`config.mk`:
```
export PLATFORM = sky130hd
export DESIGN_NAME = mesh_wh_rr_node
export DESIGN_NICKNAME = d
export VERILOG_FILES = /design/src/rtl/mesh_wh_pkg.sv /design/src/rtl/mesh_wh_out_alloc.sv /design/src/rtl/mesh_wh_rr_node.sv
export SDC_FILE = /design/constraint.sdc
export NUM_CORES = 1
export LEC_CHECK = 0
export ABC_AREA = 1
export ABC_CLOCK_PERIOD_IN_PS = 5460
export CAP_MARGIN = 30
export CORE_MARGIN = 1.5
export CORE_UTILIZATION = 50
export CTS_BUF_LIST = sky130_fd_sc_hd__clkbuf_4 sky130_fd_sc_hd__clkbuf_8
export CTS_CLUSTER_SIZE = 8
export DETAILED_ROUTE_END_ITERATION = 16
export GPL_TIMING_DRIVEN = 1
export PLACE_DENSITY = 0.76
export RECOVER_POWER = 25
export SETUP_SLACK_MARGIN = 0.05
export SYNTH_ARGS = -nofsm -noshare
export SYNTH_HDL_FRONTEND = slang
export SYNTH_HIERARCHICAL = 1
export SYNTH_SLANG_ARGS = --single-unit
```
`constraint.sdc`:
```
create_clock -name clk_i -period 5.46 [get_ports clk_i]
set_clock_uncertainty 0.2 [all_clocks]
set_input_delay 0.819 -clock clk_i [delete_from_list [all_inputs] [get_ports clk_i]]
set_output_delay 0.819 -clock clk_i [all_outputs]
set_load 0.05 [all_outputs]
```
`src/rtl/mesh_wh_pkg.sv`:
```
// mesh_wh_pkg: flit ids, port indices and flit field helpers shared by the mesh wormhole node
package mesh_wh_pkg;
    localparam int NUM_PORTS = 5;
    localparam logic [1:0] FLIT_SINGLE = 2'b00;
    localparam logic [1:0] FLIT_HEAD = 2'b01;
    localparam logic [1:0] FLIT_BODY = 2'b10;
    localparam logic [1:0] FLIT_TAIL = 2'b11;
    localparam logic [2:0] PORT_LOCAL = 3'd0;
    localparam logic [2:0] PORT_NORTH = 3'd1;
    localparam logic [2:0] PORT_EAST = 3'd2;
    localparam logic [2:0] PORT_SOUTH = 3'd3;
    localparam logic [2:0] PORT_WEST = 3'd4;
    typedef enum logic {ALLOC_IDLE, ALLOC_LOCKED} alloc_state_e;
    function automatic int col_lsb(input int hop_w);
        return hop_w;
    endfunction
    function automatic int row_lsb(input int hop_w, input int col_w);
        return hop_w + col_w;
    endfunction
    function automatic int id_lsb(input int data_w);
        return data_w;
    endfunction
endpackage

```
`src/rtl/mesh_wh_out_alloc.sv`:
```
// mesh_wh_out_alloc: per-output round-robin allocator with wormhole lock and registered output slot
module mesh_wh_out_alloc
    import mesh_wh_pkg::*;
#(
    parameter int FLIT_W = 10,
    parameter int HOP_CNT_W = 4,
    parameter int ID_LO = 8
) (
    input  logic                 clk_i,
    input  logic                 rst_ni,
    input  logic [NUM_PORTS-1:0] req,
    input  logic [NUM_PORTS-1:0] head_vld,
    input  logic [FLIT_W-1:0]    head [NUM_PORTS],
    input  logic                 out_rdy,
    output logic [NUM_PORTS-1:0] gnt,
    output logic [NUM_PORTS-1:0] lock,
    output logic [FLIT_W-1:0]    out_data,
    output logic                 out_vld
);
    alloc_state_e state_q, state_d;
    logic [2:0] owner_q, owner_d, rr_q, rr_d, sel, idx;
    logic [3:0] sum;
    logic found, can_load, load;
    logic [FLIT_W-1:0] load_flit;
    assign can_load = !out_vld || out_rdy;
    assign lock = state_q == ALLOC_LOCKED ? NUM_PORTS'(1) << owner_q : '0;
    always_comb begin
        gnt = '0;
        found = 1'b0;
        sel = owner_q;
        idx = '0;
        sum = '0;
        load = 1'b0;
        load_flit = head[owner_q];
        state_d = state_q;
        owner_d = owner_q;
        rr_d = rr_q;
        if (state_q == ALLOC_IDLE) begin
            for (int i = 0; i < NUM_PORTS; i++) begin
                sum = 4'(rr_q) + 4'(i);
                idx = 3'(sum >= 4'(NUM_PORTS) ? sum - 4'(NUM_PORTS) : sum);
                if (!found && req[idx]) begin
                    found = 1'b1;
                    sel = idx;
                end
            end
            if (found && can_load) begin
                gnt[sel] = 1'b1;
                load = 1'b1;
                load_flit = head[sel];
                if (~&load_flit[HOP_CNT_W-1:0])
                    load_flit[HOP_CNT_W-1:0] = load_flit[HOP_CNT_W-1:0] + 1'b1;
                state_d = head[sel][ID_LO +: 2] == FLIT_HEAD ? ALLOC_LOCKED : ALLOC_IDLE;
                owner_d = sel;
                rr_d = sel == 3'(NUM_PORTS - 1) ? '0 : sel + 3'd1;
            end
        end else if (head_vld[owner_q] && can_load) begin
            gnt[owner_q] = 1'b1;
            load = 1'b1;
            if (head[owner_q][ID_LO +: 2] == FLIT_TAIL) state_d = ALLOC_IDLE;
        end
    end
    always_ff @(posedge clk_i or negedge rst_ni) begin
        if (!rst_ni) begin
            state_q <= ALLOC_IDLE;
            owner_q <= '0;
            rr_q <= '0;
            out_vld <= 1'b0;
            out_data <= '0;
        end else begin
            state_q <= state_d;
            owner_q <= owner_d;
            rr_q <= rr_d;
            if (load) begin
                out_vld <= 1'b1;
                out_data <= load_flit;
            end else if (out_rdy) begin
                out_vld <= 1'b0;
            end
        end
    end
endmodule

```
`src/rtl/mesh_wh_rr_node.sv`:
```
// mesh_wh_rr_node: five-port XY wormhole mesh router with input FIFOs and round-robin output allocation
module mesh_wh_rr_node
    import mesh_wh_pkg::*;
#(
    parameter int FLIT_DATA_W = 8,
    parameter int FLIT_ID_W = 2,
    parameter int HOP_CNT_W = 4,
    parameter int ROW_ADDR_W = 2,
    parameter int COL_ADDR_W = 2,
    parameter int ROW_CORD = 0,
    parameter int COL_CORD = 0,
    parameter int BUFFER_DEPTH_W = 2
) (
    input  logic                                  clk_i,
    input  logic                                  rst_ni,
    input  logic [5*(FLIT_ID_W+FLIT_DATA_W)-1:0]  in_chan_data_i,
    input  logic [4:0]                            in_chan_data_vld_i,
    output logic [4:0]                            in_chan_rdy_o,
    output logic [5*(FLIT_ID_W+FLIT_DATA_W)-1:0]  out_chan_data_o,
    output logic [4:0]                            out_chan_data_vld_o,
    input  logic [4:0]                            out_chan_rdy_i,
    output logic [4:0]                            drop_o
);
    localparam int FLIT_W = FLIT_ID_W + FLIT_DATA_W;
    localparam int DEPTH = 2 ** BUFFER_DEPTH_W;
    localparam int COL_LO = col_lsb(HOP_CNT_W);
    localparam int ROW_LO = row_lsb(HOP_CNT_W, COL_ADDR_W);
    localparam int ID_LO = id_lsb(FLIT_DATA_W);
    if (FLIT_DATA_W != HOP_CNT_W + ROW_ADDR_W + COL_ADDR_W || FLIT_ID_W != 2) begin : g_bad_cfg
        $error("mesh_wh_rr_node: inconsistent flit field widths");
    end
    logic [FLIT_W-1:0] head [NUM_PORTS];
    logic [NUM_PORTS-1:0] head_vld, head_req, drop, pop, locked;
    logic [2:0] route [NUM_PORTS];
    logic [NUM_PORTS-1:0] req [NUM_PORTS];
    logic [NUM_PORTS-1:0] gnt [NUM_PORTS];
    logic [NUM_PORTS-1:0] lock [NUM_PORTS];
    for (genvar p = 0; p < NUM_PORTS; p++) begin : g_in
        logic [FLIT_W-1:0] mem [DEPTH];
        logic [BUFFER_DEPTH_W:0] wr_ptr, rd_ptr;
        logic [COL_ADDR_W-1:0] dcol;
        logic [ROW_ADDR_W-1:0] drow;
        logic [1:0] id;
        logic full, push;
        assign full = (wr_ptr ^ rd_ptr) == {1'b1, {BUFFER_DEPTH_W{1'b0}}};
        assign push = in_chan_data_vld_i[p] && !full;
        assign in_chan_rdy_o[p] = !full;
        assign head_vld[p] = wr_ptr != rd_ptr;
        assign head[p] = mem[rd_ptr[BUFFER_DEPTH_W-1:0]];
        assign id = head[p][ID_LO +: 2];
        assign dcol = head[p][COL_LO +: COL_ADDR_W];
        assign drow = head[p][ROW_LO +: ROW_ADDR_W];
        assign route[p] = int'(dcol) > COL_CORD ? PORT_EAST :
                          int'(dcol) < COL_CORD ? PORT_WEST :
                          int'(drow) > ROW_CORD ? PORT_SOUTH :
                          int'(drow) < ROW_CORD ? PORT_NORTH : PORT_LOCAL;
        // packet starts may only request; orphaned BODY/TAIL flits are discarded
        assign head_req[p] = head_vld[p] && (id == FLIT_HEAD || id == FLIT_SINGLE) && !locked[p];
        assign drop[p] = head_vld[p] && (id == FLIT_BODY || id == FLIT_TAIL) && !locked[p];
        always_ff @(posedge clk_i) begin
            if (push) mem[wr_ptr[BUFFER_DEPTH_W-1:0]] <= in_chan_data_i[FLIT_W*p +: FLIT_W];
        end
        always_ff @(posedge clk_i or negedge rst_ni) begin
            if (!rst_ni) begin
                wr_ptr <= '0;
                rd_ptr <= '0;
            end else begin
                if (push) wr_ptr <= wr_ptr + 1'b1;
                if (pop[p]) rd_ptr <= rd_ptr + 1'b1;
            end
        end
    end
    assign drop_o = drop;
    always_comb begin
        locked = '0;
        for (int o = 0; o < NUM_PORTS; o++) locked = locked | lock[o];
    end
    always_comb begin
        pop = drop;
        for (int o = 0; o < NUM_PORTS; o++) pop = pop | gnt[o];
    end
    always_comb begin
        for (int o = 0; o < NUM_PORTS; o++)
            for (int p = 0; p < NUM_PORTS; p++)
                req[o][p] = head_req[p] && route[p] == 3'(o);
    end
    for (genvar o = 0; o < NUM_PORTS; o++) begin : g_out
        mesh_wh_out_alloc #(
            .FLIT_W(FLIT_W),
            .HOP_CNT_W(HOP_CNT_W),
            .ID_LO(ID_LO)
        ) u_alloc (
            .clk_i(clk_i),
            .rst_ni(rst_ni),
            .req(req[o]),
            .head_vld(head_vld),
            .head(head),
            .out_rdy(out_chan_rdy_i[o]),
            .gnt(gnt[o]),
            .lock(lock[o]),
            .out_data(out_chan_data_o[FLIT_W*o +: FLIT_W]),
            .out_vld(out_chan_data_vld_o[o])
        );
    end
endmodule

```
# ---- Yosys cells after proc, flatten, opt, wreduce, memory -nomap -nowiden
# Memory sizes are Yosys's and may differ from the RTL's.
# Index checks and enable logic that the tools add are counted.
dict set report op_classes {
  order_cmp 90
  n_bitwise 29
  n_eq_ne 60
  shifts 5
  n_reduce_logical 165
  n_addsub 65
  n_mux 325
}
# op count
set op_table {}
lappend op_table {{$bmux W10 S3} 10}
lappend op_table {{$mux W10} 30}
lappend op_table {{$mux W3} 60}
lappend op_table {{$mux W1} 150}
lappend op_table {{$lt A3 B4 Y1 const B} 35}
lappend op_table {{$mux W5} 20}
lappend op_table {{$bmux W1 S3} 30}
lappend op_table {{$logic_and A1 B1 Y1} 90}
lappend op_table {{$ge A4 B3 Y1 const B} 20}
lappend op_table {{$sub A3 B3 Y3 const B} 25}
lappend op_table {{$eq A2 B2 Y1 const B} 25}
lappend op_table {{$add A3 B1 Y3 const B} 15}
lappend op_table {{$or A5 B5 Y5} 9}
lappend op_table {{$add A3 B2 Y4 const B} 10}
lappend op_table {{$ge A4 B4 Y1 const B} 10}
lappend op_table {{$not A3 Y4} 10}
lappend op_table {{$logic_not A1 Y1} 35}
lappend op_table {{$demux W1 S3} 10}
lappend op_table {{$eq A2 B1 Y1 const B} 15}
lappend op_table {{$eq A3 B3 Y1 const B} 10}
lappend op_table {{$ge A3 B1 Y1 const B} 10}
lappend op_table {{$shl A1 B3 Y5 const A} 5}
lappend op_table {{$add A3 B1 Y4 const B} 5}
lappend op_table {{$add A3 B3 Y4 const B} 5}
lappend op_table {{15 further kinds} 95}
dict set report word_totals {
  reg_bits 120
  elab_cells 779
  mem_count 5
  ram_bits 200
  input_bits 62
}
# name depth width rd rd_ports_with_merged_regs wr line_no
set memory_table {}
lappend memory_table {{g_in[0].mem} 4 10 1 0 1 mesh_wh_rr_node.sv:39} ;# logic [FLIT_W-1:0] mem [DEPTH];
lappend memory_table {{g_in[1].mem} 4 10 1 0 1 mesh_wh_rr_node.sv:39}
lappend memory_table {{g_in[2].mem} 4 10 1 0 1 mesh_wh_rr_node.sv:39}
lappend memory_table {{g_in[3].mem} 4 10 1 0 1 mesh_wh_rr_node.sv:39}
lappend memory_table {{g_in[4].mem} 4 10 1 0 1 mesh_wh_rr_node.sv:39}

# ---- Depth between registers and ports, before layout
dict set report depth {
  depth_word 40
  mapped_depth 37
  depth_no_buf 37
}

# ---- By module
# Netlist, hierarchy kept.
# mod area_per_inst_um2 cells_each seq_area_each_um2 n_inst
set modules_own_cells {}
lappend modules_own_cells {mesh_wh_rr_node 10164.7 918 6756.5 1}
lappend modules_own_cells {{mesh_wh_out_alloc at g_out[1].u_alloc ...} 3099.2 522 450.4 3}
lappend modules_own_cells {{mesh_wh_out_alloc at g_out[0].u_alloc} 3062.9 531 450.4 1}
lappend modules_own_cells {{mesh_wh_out_alloc at g_out[4].u_alloc} 2996.6 530 450.4 1}

# ---- Least setup slack after synthesis
# OpenSTA, ideal clock, no wires.
dict set report synth_path {
  path_kind {register to register}
  startpoint {reg g_out[4].u_alloc.owner_q[0]}
  endpoint {reg g_in[2].rd_ptr[0]}
  synth_period_minus_slack_ps 4329
  t_required_ps 5143
  t_arrival_ps 4012
  setup_time_ps 117
  setup_slack_ps 1131
  path_stages_with_launch 31
  path_cell_list {dfrtp_1 > clkbuf_1 > inv_1 > clkbuf_1 > clkbuf_1 > nand2_1 > nor2_1 > nor2_1 > and3_1 > nand3_1 > a21oi_1 > nand3_1 > nand3_1 > nand2_1 > nand2_1 > nand2_4 > nand4_4 > nor2_8 > nor2_4 > nand2_8 > nand2_4 > inv_2 > buf_2 > nor2_1 > inv_1 > o21ai_0 > nor3_1 > nor3b_1 > nand2_1 > nand2_1 > nand2_1}
}
# item line_no
set synth_rtl {}
lappend synth_rtl {{start: declaration} mesh_wh_out_alloc.sv:21} ;# logic [2:0] owner_q, owner_d, rr_q, rr_d, sel, idx;
lappend synth_rtl {{start signal: assignment} mesh_wh_out_alloc.sv:72} ;# owner_q <= owner_d;
lappend synth_rtl {{end signal: assignment} mesh_wh_rr_node.sv:69} ;# if (pop[p]) rd_ptr <= rd_ptr + 1'b1;
lappend synth_rtl {{end: declaration} mesh_wh_rr_node.sv:40} ;# logic [BUFFER_DEPTH_W:0] wr_ptr, rd_ptr;

==> results by group <==
Run status
  • Status: finished, final reports clean

Route
  • Pre-antenna DRT Iters: 7
  • Post-Route WL: 83500 um
  • Iter 0 DRT Violations: 2679
  • Post-route ant nets: 0
  • DRC: 0
  • Via count: 25500
  • Vias per inst: 5.70
  • Avg WL per Cell: 18.6 um

Global route
  • All-Layer GR Usage: 0.313
  • Vias in the first global route: 23100
  • Antenna violations before repair: 3
  • Residual overflow from global routing: 0
  • Largest net degree at the start of global routing: 87
  • First-pass GRT wire length: 129000 um

Final layout
  • P&R area growth vs syn: 14.1%
  • Non-filler cells, final: 4485
  • Nets: 3912
  • FILL cells: 4767
  • Share of cells above drive strength 1: 0.128

Timing
  • Fin crit period: 5110 ps
  • Slew Viols, Final: 0
  • Fin crit share: 0.936
  • RSZ-0062 raised after global routing: false
  • TNS Setup: 0 ps
  • Max-slew headroom: 0.0134
  • Measured slew at the worst slew-check pin: 1480 ps
  • FMAX: 0.196 GHz
  • Final number of hold-violating endpoints: 0
  • Setup-failing EPs final: 0

Placement
  • Placed cells: 4377
  • Gp weighted congestion: 1.03
  • Input/output buffers: 126
  • Post-DP HPWL: 60000 um

Setup path
  • Delay-heaviest family, CP: simple AND/OR/NAND/NOR gates
  • Maximum fanout along the worst path: 8
  • Worst path arrival time: 5470 ps
  • Type of the worst setup path: reg -> reg
  • WP depth: 27
  • R2R depth: 27
  • Slowest CP cell: a21oi_1
  • Crit path required time: 5820 ps
  • Critical Path Start Type: flop
  • Slowest cell delay on critical path: 620 ps
  • Top cell by count, worst path: nand2_1
  • WP buf/inv: 5
  • Worst setup EP type: flop

Logic synthesis
  • Post-synthesis sequential area ratio: 0.353
  • Avg Inst Size Synth: 7.20 sq um
  • Post-synthesis cell type count: 62
  • Yosys reg bits: 320
  • Leading area contributor after synthesis: edfxtp_1
  • Top_reg_cell synth: edfxtp_1
  • Synth top cells by count: nand2_1, inv_1, nand3_1, o21ai_0, nor2_1
  • Mapped Area: 25500 sq um
  • Post-Syn Instances: 3545
  • Most area-consuming cells after synthesis: edfxtp_1, nand2_1, dfrtp_1
  • Count leader, synth: nand2_1
  • Number of enable flip-flop cells after synthesis: 200
  • Top cell type's share of synthesized area: 0.235
  • Ys async rst share: 0.375
  • Yosys warns: 6

Clocking
  • Clock-pin slew on the worst setup and hold paths: 60 ps
  • H-tree depth: 2
  • CTS tree: yes
  • Root Driver: clkbuf_8
  • Post-CTS setup buffer count: 0
  • Max Buffers Root-to-Sink: 3
  • CTS Sinks: 320
  • CTS Buf Count: 54
  • Worst-Skew Late Latency: 670 ps

Floorplan
  • # rows: 82
  • Height of the die: 229 um
  • Die area: 52400 sq um
  • Die width: 229 um
  • Starting Density: 0.508
  • IO Pins: 127
  • Core footprint: 50300 sq um

Min path
  • HP Class: reg -> reg
  • WHS Path Cells: 2

Run
  • Max Cap Viol: 0
[stage by stage]
stage	area, sq um	hold slack, ps	utilization	setup WS (ps)
after global routing	29100	304	0.579	56.2
after CTS	29000	58.8	0.578	352
after floorplan	25700	270	-	1130
after detailed placement	27900	268	0.556	375
final	29100	282	0.579	351
after global placement	27900	268	0.556	419
[sequential cells by signal (all words and copies together) (netlist names)]
name / count
g_out.u_alloc/out_vld: 5
g_in.mem: 200
g_out.u_alloc/rr_q: 15
g_out.u_alloc/owner_q: 15
g_in.rd_ptr: 15
g_out.u_alloc/state_q: 5
g_in.wr_ptr: 15
g_out.u_alloc/out_data: 50
[cell families after synthesis]
logic type      after synthesis  synth area share
flops                       320             0.353
simple gates               1866             0.353
other cells                   1          0.000147
buf+inv                     554            0.0892
xor+xnor                     28            0.0111
compound gates              692             0.151
fa+ha+maj                    84            0.0427
[path summary, 6_finish.rpt]
| check | from | endpoint | slack [ps] |
|---|---|---|---|
| min in group asynchronous | rst_ni | g_out[1].u_alloc/out_data[9]$_DFFE_PN0P_ | 840 |
| worst min register to register | g_out[3].u_alloc/out_data[1]$_DFFE_PN0P_ | g_out[3].u_alloc/out_data[1]$_DFFE_PN0P_ | 280 |
| worst max register to register | g_out[3].u_alloc/owner_q[1]$_DFFE_PN0P_ | g_in[4].rd_ptr[2]$_DFFE_PN0P_ | 350 |
| worst max-delay path | g_out[3].u_alloc/owner_q[1]$_DFFE_PN0P_ | g_in[4].rd_ptr[2]$_DFFE_PN0P_ | 350 |
| max in group asynchronous | rst_ni | g_out[0].u_alloc/rr_q[0]$_DFFE_PN0P_ | 2930 |
| worst min-delay path | g_out[3].u_alloc/out_data[1]$_DFFE_PN0P_ | g_out[3].u_alloc/out_data[1]$_DFFE_PN0P_ | 280 |
[layout by cell type (no fill, tap or decap), types with 7 or more instances in the layout]
master,instances
inv_1,397
nand2_4,35
o211ai_1,30
xor2_1,13
o21ai_1,50
nand4_1,62
a31oi_1,21
clkdlybuf4s50_1,84
buf_4,81
nand3_2,43
inv_2,43
nor3_1,12
nand4_4,7
dfrtp_1,120
o22ai_1,30
conb_1,51
clkinv_1,14
a21oi_1,186
o21ai_0,317
o21ai_2,7
xnor2_1,10
inv_4,8
o22ai_2,9
clkbuf_8,56
o221ai_1,9
nor2_1,235
nor2_2,24
ha_1,79
clkbuf_4,32
dlygate4sd3_1,42
nand3_1,357
nand2_1,963
nand2_2,68
edfxtp_1,200
nor2_4,14
[area by class of cell]
cell class / instances / area [sq um] / area share
inverters: 458 / 1740 / 0.0597
clock inverters: 14 / 101 / 0.00348
flip-flops and latches: 320 / 9010 / 0.309
multi-input cells: 2721 / 14500 / 0.497
repair buffers: 211 / 1930 / 0.0663
clock buffers: 88 / 1010 / 0.0347
well taps: 672 / 841 / 0.0289
diodes: 1 / 2.50 / 0.0000859
[what timing repair did]
| action | CTS | global route |
|---|---|---|
| resized for setup | 0 | 2 |
| setup endpoints to repair | 0 | 5 |
| hold endpoints to repair | 0 | 19 |
| hold buffers | 0 | 1 |
[routing by layer]
layer	up-vias	routed length, um	global-route usage	share of wire
met5	-	14	0	0.00017
li1	12200	-	-	-
met2	1338	35900	0.471	0.43
met4	2	4620	0.157	0.055
met1	11700	33900	0.422	0.41
met3	294	9050	0.0734	0.11
[worst register-to-register path, delay by kind of cell (launching register included)]
family	cells	cell delay [ps]
AO/OA/AOI/OAI	2	730
buffers and inverters	5	880
flip-flops	1	400
AND/OR/NAND/NOR	20	2770
Power is left out: the tool's default activity adds up to more than one toggle a clock period on the data nets, which glitch-free logic cannot reach.
